[src/rtl/bcd_conv_arbiter.sv]
// Round-robin arbiter sharing one bin2BCD converter between operand entry (A)
// and ALU result (B); latches converted digits into held display registers.
module bcd_conv_arbiter #(
  parameter int WIDTH       = 16,
  parameter int CONV_CYCLES = 18,
  parameter int MAX_VAL     = 9999
) (
  input  logic             clk,
  input  logic             rst,
  input  logic             req_a,
  input  logic [WIDTH-1:0] bin_a,
  input  logic             req_b,
  input  logic [WIDTH-1:0] bin_b,
  output logic             ack_a,
  output logic             ack_b,
  output logic [WIDTH-1:0] conv_bin,
  output logic             conv_start,
  input  logic [3:0]       conv_d1000,
  input  logic [3:0]       conv_d100,
  input  logic [3:0]       conv_d10,
  input  logic [3:0]       conv_d1,
  output logic [3:0]       disp_d1000,
  output logic [3:0]       disp_d100,
  output logic [3:0]       disp_d10,
  output logic [3:0]       disp_d1,
  output logic             disp_src,
  output logic             disp_upd,
  output logic             ovf,
  output logic             busy
);

  localparam int CW = (CONV_CYCLES > 1) ? $clog2(CONV_CYCLES) : 1;
  localparam logic [WIDTH-1:0] MAX_BIN = MAX_VAL[WIDTH-1:0];
  localparam logic [CW-1:0]    CNT_INIT = CW'(CONV_CYCLES - 1);

  typedef enum logic [2:0] {IDLE, START, WAIT, CAPTURE, OVF} state_t;

  state_t           state;
  logic [CW-1:0]    count;
  logic             last_grant;  // 1 = B was granted last
  logic             sel;
  logic             grant_a;
  logic             grant_b;
  logic [WIDTH-1:0] grant_bin;

  // Grant is decided combinationally so the ack lands in the sampling cycle;
  // it is masked during reset so every output reads 0 while rst is high.
  always_comb begin
    // NOTE: default every always_comb output first so no path infers a latch.
    grant_a = 1'b0;
    grant_b = 1'b0;
    if (!rst && state == IDLE) begin
      if (req_a && req_b) begin
        grant_a = last_grant;
        grant_b = !last_grant;
      end else begin
        grant_a = req_a;
        grant_b = req_b;
      end
    end
  end

  assign grant_bin = grant_b ? bin_b : bin_a;
  assign ack_a     = grant_a;
  assign ack_b     = grant_b;

  // NOTE: sequential state uses non-blocking (<=) so every register updates
  // from pre-edge values, independent of statement order.
  always_ff @(posedge clk) begin
    if (rst) begin
      state      <= IDLE;
      count      <= '0;
      last_grant <= 1'b1;
      sel        <= 1'b0;
      conv_bin   <= '0;
      conv_start <= 1'b0;
      disp_d1000 <= '0;
      disp_d100  <= '0;
      disp_d10   <= '0;
      disp_d1    <= '0;
      disp_src   <= 1'b0;
      disp_upd   <= 1'b0;
      ovf        <= 1'b0;
      busy       <= 1'b0;
    end else begin
      conv_start <= 1'b0;
      disp_upd   <= 1'b0;
      unique case (state)
        IDLE: begin
          if (grant_a || grant_b) begin
            conv_bin   <= grant_bin;
            sel        <= grant_b;
            last_grant <= grant_b;
            busy       <= 1'b1;
            if (grant_bin > MAX_BIN) begin
              state <= OVF;
            end else begin
              state      <= START;
              conv_start <= 1'b1;
            end
          end
        end
        START: begin
          count <= CNT_INIT;
          state <= WAIT;
        end
        WAIT: begin
          if (count == '0) state <= CAPTURE;
          else             count <= count - 1'b1;
        end
        CAPTURE: begin
          disp_d1000 <= conv_d1000;
          disp_d100  <= conv_d100;
          disp_d10   <= conv_d10;
          disp_d1    <= conv_d1;
          disp_src   <= sel;
          ovf        <= 1'b0;
          disp_upd   <= 1'b1;
          busy       <= 1'b0;
          state      <= IDLE;
        end
        OVF: begin
          disp_d1000 <= 4'hE;
          disp_d100  <= 4'hE;
          disp_d10   <= 4'hE;
          disp_d1    <= 4'hE;
          disp_src   <= sel;
          ovf        <= 1'b1;
          disp_upd   <= 1'b1;
          busy       <= 1'b0;
          state      <= IDLE;
        end
        default: begin
          busy  <= 1'b0;
          state <= IDLE;
        end
      endcase
    end
  end

endmodule

[config.mk]
export PLATFORM = sky130hd
export DESIGN_NAME = bcd_conv_arbiter
export DESIGN_NICKNAME = d
export VERILOG_FILES = /design/src/rtl/bcd_conv_arbiter.sv
export SDC_FILE = /design/constraint.sdc
export NUM_CORES = 1
export LEC_CHECK = 0
export ABC_AREA = 1
export CAP_MARGIN = 0
export CORE_UTILIZATION = 30
export DETAILED_ROUTE_END_ITERATION = 10
export GPL_ROUTABILITY_DRIVEN = 0
export GPL_TIMING_DRIVEN = 1
export SLEW_MARGIN = 5
export SYNTH_ARGS = -nofsm -noshare
export SYNTH_HDL_FRONTEND = slang
export SYNTH_SLANG_ARGS = --single-unit
[constraint.sdc]
create_clock -name clk -period 2.8 [get_ports clk]
set_input_delay 0.56 -clock clk [delete_from_list [all_inputs] [get_ports clk]]
set_output_delay 0.56 -clock clk [all_outputs]
set_load 0.1 [all_outputs]
==> flow_metrics.py <==
metrics = {
    "clock_network": {
        "cts.path.max_buffers": 2,
        "cts_hold_buf": 0,
        "h-tree-depth": 2,
        "cts_resized": 0,
        "postCtsSetupBuffers": 0,
        "clkLatencyLatePin_ns": 0.29,
        "clockRootBuffer": "clkbuf_8",
        "numCtsBuffers": 5,
        "cts_tree": "yes",
        "cts_sinks": 47,
        "clkTransAtPathRegs_ns": 0.09,
    },
    "setup_path": {
        "crit_path_end_kind": "output pin",
        "worstPathArrival_ns": 1.90,
        "cp_max_fo": 18,
        "required_ns": 2.24,
        "path_class": "primary input to output pin",
        "startpoint_type": "primary input",
    },
    "logic_synthesis": {
        "ys_ff_latch": 47,
        "synth_warnings": 0,
        "syn_area_um2": 2170,
        "synth_seq_area_share": 0.433,
        "syn_nets": 347,
        "syn_avg_cell_area_um2": 7.42,
        "synth_cells": 293,
        "ys_types": 34,
    },
    "global_routing": {
        "grt_usage": 0.158,
        "first_global_vias": 2073,
        "antenna_found_initial": 0,
        "grt_pass1_wl_mm": 9.49,
        "met2_usage": 0.252,
        "grtUsageMet3": 0.0607,
        "grt_max_degree": 34,
        "grt_overflow": 0,
        "met1_usage": 0.203,
        "top_usage_layer": "met2",
    },
    "drt": {
        "wire_per_inst_um": 11.9,
        "wl_mm": 5.69,
        "vias_per_cell": 4.49,
        "vias": 2156,
        "route.detailed.drc": 0,
        "drt-initial-drc-count": 55,
        "antenna_left": 0,
        "drtPass1Iterations": 4,
    },
    "timing": {
        "setup_viol": 0,
        "tns_ns": 0,
        "finalHoldViolations": 0,
        "finClkSkew_ns": 0.00559,
        "finalCritPeriodShare": 0.879,
        "fmax_mhz": 406,
        "worstMarginPinSlew_ns": 0.568,
        "drv_slew": 0,
        "rsz0062_at_grt": "false",
        "slew_headroom": 0.620,
        "period_minus_slack_ns": 2.46,
    },
    "cells_and_area": {
        "syn_to_final_growth_pct": 47.7,
        "final_common_cell": "nand2_1",
        "drive_gt1_frac": 0.203,
        "mostFrequentLayoutCells": "nand2_1 (75), clkdlybuf4s50_1 (51), dfxtp_1 (47)",
        "nNetsFinal": 437,
        "antenna_cells": 0,
    },
    "power": {
        "power.density_nw_per_um2": 1140,
        "peakVddDrop_mv": 0.492,
        "p_leak_nw": 1.45,
        "p_total_mw": 3.66,
    },
    "die": {
        "start_util": 0.315,
        "dieArea_um2": 7590,
        "core_um2": 6910,
        "fp-row-count": 30,
        "die_w_um": 87.1,
        "fp.dieH_um": 87.1,
        "ios": 91,
    },
    "run_status": {
        "status": "finished, final reports clean",
    },
    "placed_design": {
        "dp_hpwl_mm": 4.15,
        "port_buffers": 90,
    },
    "hold_path": {
        "hold_path_class": "flop to flop",
    },
    "flow_run": {
        "drv_cap": 0,
    },
}
## synth_stat cells, drive strengths merged
cell,instances,area (µm²)
a211oi,1,7.51
a21oi,20,119
clkinv,1,3.75
nand2,85,344
nor2,18,87.6
dfxtp,47,941
nor3,4,25.0
clkbuf,4,15.0
o211ai,1,7.51
nor3b,1,7.51
o21bai,4,30.0
buf,10,81.3
and2,1,6.26
and3,1,6.26
nand3,9,55.1
inv,30,118
xor2,1,8.76
ha,2,25.0
o21ai,40,204
a31oi,13,81.3
## area by class of cell
class	count	area [µm²]
clock buffers	6	72.6
clock inverters	2	60.1
fillers	711	3700
inverters	31	121
multi-input cells	201	1010
flip-flops and latches	47	941
well taps	96	120
repair buffers	97	881
## stage by stage
step / util / cells / hold WS, ns / setup WS, ns / instance area (µm²)
CTS: 0.465 / 480 / 0.471 / 0.335 / 3210
global route: 0.465 / 480 / 0.486 / 0.260 / 3210
finish: 0.465 / 480 / 0.467 / 0.338 / 3210
global placement: 0.446 / 472 / 0.450 / 0.338 / 3080
floorplan: - / 293 / 0.455 / 0.496 / 2170
detailed placement: 0.446 / 472 / 0.458 / 0.345 / 3080
## kinds of logic after synthesis
kind of cell,Yosys count,synth area share
compound gates,79,0.207
xor+xnor,1,0.00403
flops,47,0.433
fa+ha+maj,2,0.0115
buf+inv,45,0.100
simple gates,119,0.245
## path summary, 6_finish.rpt
check / start / endpoint / slack [ns] / cells past startpoint
worst max register to register: state[0] / disp_src / 0.63 / 5
worst max-delay path: req_b / ack_b / 0.34 / 4
worst min-delay path: disp_d100[3] / disp_d100[3] / 0.47 / 2
worst min register to register: disp_d100[3] / disp_d100[3] / 0.47 / 2
## worst max-delay path: stages
cell and delay (ns):
clkdlybuf4s50_1 0.51, nand2_1 0.12, nor2_4 0.46, buf_12 0.24
## registers in the layout, indices dropped and copies added, names as in the netlist
name        flops
ovf             1
disp_d1000      4
disp_upd        1
disp_d100       4
disp_src        1
last_grant      1
state           3
sel             1
disp_d10        4
conv_bin       16
count           5
disp_d1         4
busy            1
conv_start      1
## power by group
| group | switching (mW) | leakage [nW] | total [mW] | internal [mW] |
|---|---|---|---|---|
| clock network | 0.228 | 0.0654 | 0.585 | 0.357 |
| logic | 1.58 | 1.00 | 2.09 | 0.508 |
| registers | 0.121 | 0.385 | 0.983 | 0.862 |
| total | 1.93 | 1.45 | 3.66 | 1.73 |
## layer usage
layer / wire [µm] / share of wire
met1: 2740 / 0.48
met2: 2370 / 0.42
met3: 532 / 0.094
met4: 43 / 0.0076
met5: 0 / 0
No activity file was read; power rests on OpenSTA's default activity.
